File: src/rtl/signdet_score_argmax.sv
// rtl/signdet_score_argmax.sv - streaming top-2 search over per-class CNN scores
// Emits the winning class index and the saturated best-minus-second margin per frame.
module signdet_score_argmax #(
  parameter int N_CLASS = 10
) (
  input  logic        clk,
  input  logic        reset,
  input  logic        i_frame_start,
  input  logic [15:0] i_score,
  input  logic        i_score_vld,
  output logic [4:0]  o_max_idx,
  output logic [15:0] o_diff,
  output logic        o_validp,
  output logic        o_err
);

  typedef enum logic [1:0] {IDLE, ACCUM, EMIT} state_t;

  localparam logic [4:0] LAST_IDX = 5'(N_CLASS - 1);
  localparam logic signed [15:0] MIN_SCORE = 16'sh8000;

  state_t             state_q;
  logic signed [15:0] best_q;
  logic signed [15:0] second_q;
  logic [4:0]         best_idx_q;
  logic [4:0]         cnt_q;

  logic               start;
  logic signed [15:0] score_s;
  logic signed [17:0] margin;
  logic [15:0]        diff_d;

  assign start   = i_score_vld & i_frame_start;
  assign score_s = i_score;

  // Widened subtraction so the full 16-bit signed span cannot overflow.
  assign margin = {{2{best_q[15]}}, best_q} - {{2{second_q[15]}}, second_q};
  assign diff_d = (margin > 18'sd65535) ? 16'hFFFF : margin[15:0];

  always_ff @(posedge clk) begin
    if (reset) begin
      state_q    <= IDLE;
      best_q     <= '0;
      second_q   <= '0;
      best_idx_q <= '0;
      cnt_q      <= '0;
      o_max_idx  <= 5'd9;
      o_diff     <= '0;
      o_validp   <= 1'b0;
      o_err      <= 1'b0;
    end else begin
      o_validp <= 1'b0;
      o_err    <= 1'b0;
      case (state_q)
        IDLE: begin
          if (start) begin
            best_q     <= score_s;
            best_idx_q <= '0;
            second_q   <= MIN_SCORE;
            cnt_q      <= 5'd1;
            state_q    <= ACCUM;
          end
        end
        ACCUM: begin
          if (start) begin
            // Abandon the partial frame; the marked score restarts at class 0.
            o_err      <= 1'b1;
            best_q     <= score_s;
            best_idx_q <= '0;
            second_q   <= MIN_SCORE;
            cnt_q      <= 5'd1;
          end else if (i_score_vld) begin
            if (score_s > best_q) begin
              second_q   <= best_q;
              best_q     <= score_s;
              best_idx_q <= cnt_q;
            end else if (score_s > second_q) begin
              second_q <= score_s;
            end
            cnt_q <= cnt_q + 5'd1;
            if (cnt_q == LAST_IDX) begin
              state_q <= EMIT;
            end
          end
        end
        EMIT: begin
          o_max_idx <= best_idx_q;
          o_diff    <= diff_d;
          o_validp  <= 1'b1;
          if (start) begin
            o_err      <= 1'b1;
            best_q     <= score_s;
            best_idx_q <= '0;
            second_q   <= MIN_SCORE;
            cnt_q      <= 5'd1;
            state_q    <= ACCUM;
          end else begin
            cnt_q   <= '0;
            state_q <= IDLE;
          end
        end
        default: state_q <= IDLE;
      endcase
    end
  end

endmodule

File: config.mk
export PLATFORM = sky130hd
export DESIGN_NAME = signdet_score_argmax
export DESIGN_NICKNAME = d
export VERILOG_FILES = /design/src/rtl/signdet_score_argmax.sv
export SDC_FILE = /design/constraint.sdc
export NUM_CORES = 1
export LEC_CHECK = 0
export CORE_MARGIN = 3
export CORE_UTILIZATION = 30
export CTS_CLUSTER_DIAMETER = 50
export CTS_CLUSTER_SIZE = 16
export DETAILED_ROUTE_END_ITERATION = 10
export MAX_ROUTING_LAYER = met4
export PLACE_DENSITY_LB_ADDON = 0.1
export SKIP_CTS_REPAIR_TIMING = 1
export SYNTH_ARGS = -nofsm -noshare
export SYNTH_HDL_FRONTEND = slang
export SYNTH_SLANG_ARGS = --single-unit
export TNS_END_PERCENT = 1
File: constraint.sdc
create_clock -name clk -period 2.9 [get_ports clk]
set_input_delay 0.87 -clock clk [delete_from_list [all_inputs] [get_ports clk]]
set_output_delay 0.87 -clock clk [all_outputs]
set_load 0.005 [all_outputs]
==> results.md <==
- Number of clock sinks: 67
- Total wire length: 11300 um
- Drt initial violations: 188
- Overall routing resource usage: 14.7%
- Cell count of the worst reg-to-reg path: 9
- Worst reg2reg path endpoint: o_diff[15]
- Highest achievable clock rate: 356 MHz
- Startpoint-to-endpoint class of the critical path: in -> reg
- Buffer levels on the longest clock path: 2
- Instance area after placement: 0.00527 mm2
- Area contributors post-synth: dfxtp_1 (30%), ha_1 (15%), mux2i_1 (9.1%)
- Share of total power in combinational logic: 21.3%
- Global-route track usage on met3: 3.43%
- Cts bufs inserted: 9
- Final-stage net count: 633
- Setup slack, reg-to-reg: 0.23 ns
- Global-route wire length before repair: 18200 um
- Die area: 0.0162 mm2
- Library cells used by synthesis: 68
- Horizontal die dimension: 127 um
- Util after Layout: 40.5%
- Reported max-cap violation count: 0
- Synth Flop Type: dfxtp_1
- Most common cell after layout, fill and taps aside: dfxtp_1
- Filler instances: 1434
- Type of destination of the critical path: register
- Largest stage delay, worst path: 0.44 ns
- Clock group share of total power: 42.5%
- Drc violations: 0
- Avg WL per Cell: 15.3 um
- CTS root buf: clkbuf_16
- Maximum fanout count along the critical path: 7
- Met2 global-route usage: 21.3%
- Result of the run: finished clean
- Number of setup violations in the final report: 0
- # IOs: 43
- Number of slew-limit violations in the final report: 0
- RD Place Congestion: 0.821
- CP Data Arrival Time: 3.03 ns
- Sequential Area: 0.00134 mm2
- Post-synthesis instance area: 0.00442 mm2
- Count of vias placed by the detailed router: 3634
- Worst relative slew slack: 67.7%
- Delay-heaviest family, CP: compound AO/OA/AOI/OAI gates
- Count of input and output buffers: 42
- Multi-input combinational cell area: 0.00289 mm2
- Synthesized instance count: 482
- Required time reported for the critical path endpoint: 3.12 ns
- Final Hold Fails: 0
- Library cell with the largest summed area after synthesis: dfxtp_1
- Hold Path Origin: best_idx_q[0]
- Share of synthesized area occupied by flip-flops and latches: 30.4%
- Net Sw Power: 0.766 mW
- Total power density per cell area: 465 mW/mm2
- Critical path cell sequence: clkdlybuf4s50_1, ha_1, o211ai_1, a211o_1, a31oi_4, o21a_4, buf_6, mux2i_1, nor2_1
- Count of antenna diodes in the layout: 0
- Core footprint: 0.0141 mm2
- Initial Utilization: 31.2%
- Final setup skew: 0.00984 ns
- Worst hold-check path type: reg -> reg
- Cell type of the slowest stage on the worst timing path: clkdlybuf4s50_1
- Leakage power: 2.34 nW
- CTS clock-pin slew for the worst setup and hold paths: 0.06 ns
- RSZ-0062 raised after global routing: yes
- Clock tree from TritonCTS: yes
- Launching point of the worst reg2reg path: second_q[1]
- Fraction of power spent switching nets: 28.8%
- Synthesized Nets: 557
- Antenna violations before repair: 0
- Clk Latency, worst-skew pair: 0.35 ns
- Fraction of met1 tracks used by global routing: 20.1%
- Bufs and invs on worst path: 2
- Final std cell area, no fill: 0.00573 mm2
- Average cell area after synthesis: 9.17 um2
- Worst Tran Pin Value: 0.485 ns
- Clock period minus final worst setup slack: 2.81 ns
- Async set-or-reset flop fraction in the synthesized netlist: 0%
- Via count of the first global-routing pass: 3532
- Floorplan die height: 127 um
- Detail-routed via count per cell: 4.90
- Post-synth EDFFs: 0
- Placed wire-length estimate: 8640 um
- Length of the first detailed-routing pass in iterations: 4
- Final ANT Viol Nets: 0
- # H-tree levels: 3
- Share of the clock period used by the worst path after layout: 96.8%
- Max IR drop VDD: 274 uV
- Most used cells in the layout excluding fill and tap cells: dfxtp_1 (67), ha_1 (50), nor2_1 (46)
- Sequential cell fraction of total power: 36.3%
- Maximum number of pins on one net before global-route repair: 43
- Area growth from synthesis to final layout: 29.7%
- Proportion of layout cells with a drive suffix above 1: 15.5%
- Total of flip-flops plus latches after synthesis: 67
- Leftover overflow at the end of global routing: 0
- Power Internal: 1.90 mW
- Yosys warns: 0
- Hold EP: best_idx_q[0]
- Number of cells traversed by the worst hold path: 2
- Area share of the largest cell type after synthesis: 30.4%
- Site row count: 43
- Most congested layer reported by global routing: met2
- Crit start category: input port
==> power by group through the flow <==
stage / Clock, mW / Combinational (mW) / Sequential, mW
CTS: 1.17 / 0.546 / 0.966
global placement: 0 / 0.539 / 0.987
floorplan: 0 / 0.366 / 0.977
global route: 1.21 / 0.633 / 0.969
detailed placement: 0 / 0.541 / 0.986
finish: 1.13 / 0.566 / 0.966
==> worst max-delay path by stage <==
| stage | start | endpoint | slack [ns] | cells past startpoint |
|---|---|---|---|---|
| after CTS | i_score[13] | second_q[10] | -0.18 | 9 |
| after detailed placement | i_score[13] | second_q[2] | -0.54 | 9 |
| after global routing | i_score[3] | best_q[11] | -0.004 | 9 |
| after global placement | i_score[13] | second_q[10] | -0.47 | 10 |
| final | i_score[3] | best_q[13] | 0.09 | 9 |
| after floorplan | i_score[13] | second_q[15] | 0.05 | 11 |
==> cells in the mapped netlist, types with 3 or more instances <==
library cell  number
a211o_1            4
a211oi_1           7
a21o_1             9
a21oi_1           23
a311oi_1           3
a31oi_1            5
buf_6              4
clkbuf_1          11
dfxtp_1           67
ha_1              54
inv_1             41
mux2i_1           40
nand2_1           20
nand2b_1          12
nand3_1           12
nand4_1            8
nor2_1            46
nor2b_1           11
nor3_1             6
nor3b_1            7
o21a_1             4
o21ai_0            4
o21ai_1            6
o2bb2ai_1          5
o2bb2ai_2         10
xnor2_1            5
xor2_1             5
==> logic make-up (layout without fill, tap and decap cells) <==
kind of cell             after synthesis  in the layout  share of synthesized area, %
AND/OR/NAND/NOR                      146            146                          17.9
AO/OA/AOI/OAI                        102            102                          18.6
flip-flops                            67             67                          30.4
buffers and inverters                 62            142                          6.31
adder cells (fa/ha/maj)               55             55                          15.7
multiplexers                          40             40                          9.06
XOR/XNOR                              10             10                          1.98
==> per-layer routing <==
metal,share of wire (%),routed length (um)
met1,51,5800
met4,1.7,194
met5,0,0
met3,3.2,358
met2,44,4990
==> through the flow <==
step / instances / hold WS, ns / TNS [ns] / total power, mW / worst slack [ns]
finish: 742 / 0.468 / 0 / 2.66 / 0.0933
floorplan: 482 / 0.432 / 0 / 1.34 / 0.0542
CTS: 740 / 0.471 / -3.59 / 2.68 / -0.184
global route: 742 / 0.484 / -0.00401 / 2.81 / -0.00401
detailed placement: 725 / 0.454 / -16.63 / 1.53 / -0.539
global placement: 725 / 0.445 / -15.20 / 1.53 / -0.471
==> registers in the layout, indices dropped and copies added, names as in the netlist <==
register    flops
o_err           1
cnt_q           5
o_diff         16
state_q         2
best_q         16
o_max_idx       5
o_validp        1
second_q       16
best_idx_q      5
==> worst register-to-register path, stage by stage (launching register included) <==
cell and delay [ns]:
dfxtp_1 0.40, inv_1 0.09, ha_1 0.27, nor2b_1 0.15, o31ai_2 0.29, a311oi_1 0.18, a41oi_1 0.46, a221oi_2 0.16
and4bb_1 0.22, or3_1 0.35
==> cell type report <==
cell class | count | area share (%)
multi-input cells | 353 | 50.4
well taps | 180 | 3.93
flip-flops and latches | 67 | 23.4
repair buffers | 85 | 14.2
clock buffers | 10 | 4.17
inverters | 42 | 2.75
clock inverters | 5 | 1.09
Power figures use the tool's default switching activity.
